**src/rtl/obd_telemetry_tx.sv**
```systemverilog
// obd_telemetry_tx: snapshots vehicle state and sends it as a 12-byte UART 8N1 frame
module obd_telemetry_tx #(
   parameter int CLKS_PER_BIT = 434,
   parameter logic [7:0] SYNC_BYTE = 8'hA5
) (
   input  logic        clk,
   input  logic        rst,
   input  logic        engine_on,
   input  logic        tick_1sec,
   input  logic        send_req,
   input  logic [7:0]  speed,
   input  logic [13:0] rpm,
   input  logic [7:0]  fuel,
   input  logic [7:0]  temp,
   input  logic [31:0] odometer_raw,
   input  logic        ess_trigger,
   input  logic [2:0]  gear_num,
   output logic        tx,
   output logic        busy,
   output logic        frame_done,
   output logic        overrun
);
   localparam int CW = $clog2(CLKS_PER_BIT);
   typedef enum logic [1:0] {IDLE, START, DATA, STOP} state_t;
   state_t state_q, state_d;
   logic [CW-1:0] cnt_q, cnt_d;
   logic [2:0] bit_q, bit_d;
   logic [3:0] byte_q, byte_d;
   logic [11:0][7:0] frame_q, frame_d, snap;
   logic tx_q, tx_d, busy_q, busy_d, done_q, done_d, pending_q, pending_d, overrun_q, overrun_d;
   logic trig, bit_end, last_end;
   logic [7:0] status;
   assign trig = send_req | (tick_1sec & engine_on);
   assign bit_end = cnt_q == CW'(CLKS_PER_BIT - 1);
   assign last_end = state_q == STOP && bit_end && byte_q == 4'd11;
   assign status = {engine_on, ess_trigger, 3'b000, gear_num};
   assign tx = tx_q;
   assign busy = busy_q;
   assign frame_done = done_q;
   assign overrun = overrun_q;
   // live frame image, latched into frame_q only when a frame starts
   always_comb begin
      snap[0] = SYNC_BYTE;
      snap[1] = speed;
      snap[2] = {2'b00, rpm[13:8]};
      snap[3] = rpm[7:0];
      snap[4] = fuel;
      snap[5] = temp;
      snap[6] = odometer_raw[31:24];
      snap[7] = odometer_raw[23:16];
      snap[8] = odometer_raw[15:8];
      snap[9] = odometer_raw[7:0];
      snap[10] = status;
      snap[11] = speed ^ {2'b00, rpm[13:8]} ^ rpm[7:0] ^ fuel ^ temp ^ odometer_raw[31:24]
               ^ odometer_raw[23:16] ^ odometer_raw[15:8] ^ odometer_raw[7:0] ^ status;
   end
   // frame sequencing, bit timing and trigger queueing
   always_comb begin
      state_d = state_q;
      cnt_d = (state_q == IDLE || bit_end) ? '0 : cnt_q + 1'b1;
      bit_d = bit_q;
      byte_d = byte_q;
      frame_d = frame_q;
      tx_d = tx_q;
      busy_d = busy_q;
      done_d = 1'b0;
      pending_d = pending_q;
      overrun_d = overrun_q;
      if (state_q != IDLE && !last_end && trig) begin
         overrun_d = overrun_q | pending_q;
         pending_d = 1'b1;
      end
      if (state_q == IDLE && trig) begin
         frame_d = snap;
         byte_d = 4'd0;
         state_d = START;
         tx_d = 1'b0;
         busy_d = 1'b1;
      end else if (state_q == START && bit_end) begin
         state_d = DATA;
         bit_d = 3'd0;
         tx_d = frame_q[byte_q][0];
      end else if (state_q == DATA && bit_end) begin
         bit_d = bit_q + 3'd1;
         state_d = bit_q == 3'd7 ? STOP : DATA;
         tx_d = bit_q == 3'd7 ? 1'b1 : frame_q[byte_q][bit_d];
      end else if (state_q == STOP && bit_end && !last_end) begin
         byte_d = byte_q + 4'd1;
         state_d = START;
         tx_d = 1'b0;
      end else if (last_end) begin
         done_d = 1'b1;
         pending_d = 1'b0;
         frame_d = snap;
         byte_d = 4'd0;
         state_d = (pending_q | trig) ? START : IDLE;
         tx_d = !(pending_q | trig);
         busy_d = pending_q | trig;
      end
   end
   // state registers
   always_ff @(posedge clk) begin
      if (rst) begin
         state_q <= IDLE;
         cnt_q <= '0;
         bit_q <= 3'd0;
         byte_q <= 4'd0;
         frame_q <= '0;
         tx_q <= 1'b1;
         busy_q <= 1'b0;
         done_q <= 1'b0;
         pending_q <= 1'b0;
         overrun_q <= 1'b0;
      end else begin
         state_q <= state_d;
         cnt_q <= cnt_d;
         bit_q <= bit_d;
         byte_q <= byte_d;
         frame_q <= frame_d;
         tx_q <= tx_d;
         busy_q <= busy_d;
         done_q <= done_d;
         pending_q <= pending_d;
         overrun_q <= overrun_d;
      end
   end
endmodule
```
**config.mk**
```make
export PLATFORM = sky130hd
export DESIGN_NAME = obd_telemetry_tx
export DESIGN_NICKNAME = d
export VERILOG_FILES = /design/src/rtl/obd_telemetry_tx.sv
export SDC_FILE = /design/constraint.sdc
export NUM_CORES = 1
export LEC_CHECK = 0
export CAP_MARGIN = 20
export CORE_ASPECT_RATIO = 2
export CORE_MARGIN = 2
export CORE_UTILIZATION = 49
export CTS_CLUSTER_SIZE = 40
export DETAILED_ROUTE_END_ITERATION = 8
export GPL_TIMING_DRIVEN = 0
export MAX_ROUTING_LAYER = met4
export PLACE_DENSITY = 0.8
export SLEW_MARGIN = 10
export SYNTH_ARGS = -nofsm -noshare
export SYNTH_HDL_FRONTEND = slang
export SYNTH_SLANG_ARGS = --single-unit
```
**constraint.sdc**
```tcl
create_clock -name clk -period 1.9 [get_ports clk]
set_input_delay 0.285 -clock clk [delete_from_list [all_inputs] [get_ports clk]]
set_output_delay 0.285 -clock clk [all_outputs]
set_load 0.05 [all_outputs]
```
==> run_results.csv <==
group,metric,value,unit
timing,maxSlewViolCount,0,
power,powerDensity,801,nW/um2
synthesis,synth_area_per_cell,9.78,um2
place,routabilityCongestion,0.939,
timing,period_minus_slack,1930,ps
clocking,cts-root-buf,"clkbuf_16",
detailed_routing,drtIter0Drc,241,
synthesis,synth_cell_types,51,
worst_setup_path,critPathArrivalTime,2180,ps
power,vdd_ir_drop_max,0.000485,V
die,initial_utilization,49.5,%
grt,grt_use_total,26.8,%
clocking,worstSkewPairLatency,360,ps
timing,finalCritPeriodShare,102,%
power,p_leak,0.00293,uW
grt,grt_max_degree,20,
synthesis,ys.flop_type,"dfxtp_1",
flow_run,drv_cap,0,
timing,holdWs,462,ps
synthesis,synthArstFlopShare,0,%
place,io_buffers,82,
synthesis,synth-seq-cells,107,
outcome,failed_checks,"setup timing",
final_layout,final_nets,758,
clocking,cts_sinks,107,
final_layout,area_growth_syn_to_layout,29.2,%
detailed_routing,dr.pass1.iters,5,
die,die_h,155,um
final_layout,diodes,0,
worst_setup_path,worstSetupPathType,"reg -> reg",
die,dieArea,12300,um2
die,rows,55,
clocking,htreeDepth,3,
synthesis,yosys_warnings,0,
synthesis,seq_area_frac_synth,38.6,%
detailed_routing,routed.top_layer,"met4",
detailed_routing,wire_per_inst,19.4,um
grt,antenna_found_initial,0,
clocking,cts_buffers,9,
timing,fin_worst_skew,13.6,ps
grt,grt_pass1_wl,24000,um
timing,fmax,517,MHz
synthesis,synth_area,5550,um2
clocking,clockBufferDepth,2,
timing,worst-slew-pin-transition,732,ps
timing,setup_violations,1,
synthesis,synth_fp_nets,652,
worst_setup_path,cp-start-kind,"flip-flop",
synthesis,synth_edf_count,0,
detailed_routing,totalWireLength,15900,um
synthesis,ys_top_cells_by_area,"dfxtp_1 39%, mux2i_1 17%, xnor2_1 8.2%",
die,coreArea,11200,um2
timing,rsz0062_at_grt,"true",
detailed_routing,wl_met2,8510,um
worst_setup_path,end_kind,"flip-flop",
final_layout,drive_above_1_share,13.8,%
timing,setup_ws,-34.6,ps
detailed_routing,wl_met1,5540,um
detailed_routing,route.detailed.drc,0,
detailed_routing,detail-route-antenna-nets,0,
synthesis,synth_top_area_cell,"dfxtp_1",
synthesis,yosysTopAreaCellShare,38.6,%
worst_setup_path,cp.required,2140,ps
worst_setup_path,cp_max_fo,8,
die,pin_count,83,
die,die_x,79.3,um
clocking,path_clk_slew,70,ps
outcome,run_status,"finished with violations",
clocking,cts_tree,"yes",
detailed_routing,vias,4684,
grt,grt_overflow_total,0,
worst_hold_path,worst_hold_path_type,"reg -> reg",
detailed_routing,via_per_inst,5.71,
synthesis,syn_inst,568,
synthesis,yosysMostFrequentCell,"dfxtp_1",
synthesis,yosys-top-cells-count,"107 x dfxtp_1, 106 x nor2_1, 93 x mux2i_1",
timing,final_hold_viol_count,0,
detailed_routing,wl_met3,657,um
grt,grt_pass1_vias,4710,
timing,fin_tns_setup,-34.6,ps
place,dpl.hpwl,11900,um
timing,slew_headroom,51.2,%
## where the power goes
group | switching [uW] | internal (uW)
Combinational | 547 | 607
Sequential | 99.1 | 2400
Clock | 916 | 1180
## registers in the layout (all words and copies together), names as in the netlist
name	count
bit_q	3
frame_q	84
overrun	1
state_q	2
byte_q	4
busy	1
cnt_q	9
pending_q	1
tx	1
frame_done	1
## path summary, 6_finish.rpt
kind / slack (ps) / cells after the start / to / startpoint
max reg2reg: -30 / 7 / tx$_SDFFE_PP1P_ / bit_q[0]$_SDFFE_PP0P_
max: -30 / 7 / tx$_SDFFE_PP1P_ / bit_q[0]$_SDFFE_PP0P_
min: 460 / 1 / cnt_q[0]$_SDFF_PP0_ / cnt_q[0]$_SDFF_PP0_
min reg2reg: 460 / 1 / cnt_q[0]$_SDFF_PP0_ / cnt_q[0]$_SDFF_PP0_
## worst max-delay path, stage by stage (launching register included)
cell and delay, ps:
dfxtp_1 330, buf_2 230, mux2i_1 320, o22ai_1 140, a2111oi_0 470, a211oi_1 120
o211ai_1 110, a21oi_1 90
## repair_timing
item,CTS,global route
buffers inserted,3,10
pin swaps,2,9
setup endpoints to repair,88,83
gates cloned,0,1
resized for setup,20,38
hold buffers,0,0
## kinds of logic (layout without fill, tap and decap cells)
logic type | count (synthesis) | in the layout | synth area share [%]
multiplexers | 110 | 110 | 22.2
flip-flops | 107 | 107 | 38.6
buffers and inverters | 45 | 156 | 4.75
adder cells (fa/ha/maj) | 5 | 5 | 1.13
AND/OR/NAND/NOR | 174 | 174 | 14.4
XOR/XNOR | 74 | 74 | 12.4
AO/OA/AOI/OAI | 53 | 53 | 6.47
## routing by layer
metal	up-vias	track usage, %
met3	63	4.08
met4	0	19.0
met1	2270	26.6
met5	-	-
li1	2180	-
met2	171	46.7
## final cells by class
| cell class | instances | area [um2] |
|---|---|---|
| clock buffers | 9 | 225 |
| plain buffers | 37 | 335 |
| multi-input cells | 416 | 3220 |
| inverters | 7 | 26.3 |
| well taps | 142 | 178 |
| fillers | 909 | 4040 |
| flip-flops and latches | 107 | 2150 |
| clock inverters | 7 | 108 |
| repair buffers | 96 | 928 |
## cells in the final DEF (no fill, tap or decap), drive strengths merged, types with 3 or more instances in the layout
| cell type | Yosys | final |
|---|---|---|
| nor2 | 109 | 109 |
| dfxtp | 107 | 107 |
| mux2i | 93 | 93 |
| clkdlybuf4s50 | 0 | 81 |
| xnor2 | 52 | 52 |
| buf | 23 | 35 |
| clkbuf | 15 | 25 |
| xor2 | 19 | 19 |
| a21oi | 19 | 19 |
| nand2 | 16 | 16 |
| nand3 | 13 | 13 |
| mux4 | 10 | 10 |
| inv | 7 | 10 |
| nand2b | 8 | 8 |
| nor3 | 8 | 8 |
| mux2 | 7 | 7 |
| nand4 | 5 | 5 |
| a31oi | 5 | 5 |
| ha | 5 | 5 |
| a211oi | 4 | 4 |
| o21ai | 4 | 4 |
| nor2b | 4 | 4 |
| a311oi | 3 | 3 |
| xnor3 | 3 | 3 |
## through the flow
step | instance area [um2] | setup slack (ps) | power (uW) | util [%] | std cells
5_1_grt | 7170 | -24.3 | 5940 | 64.0 | 821
4_1_cts | 6960 | 2.13 | 5720 | 62.1 | 810
2_1_floorplan | 5550 | 98.8 | 3220 | - | 568
6_report | 7170 | -34.6 | 5750 | 64.0 | 821
3_3_place_gp | 6550 | -668 | 3610 | 58.4 | 792
3_5_place_dp | 6550 | -724 | 3650 | 58.4 | 792
Power figures use the tool's default switching activity.
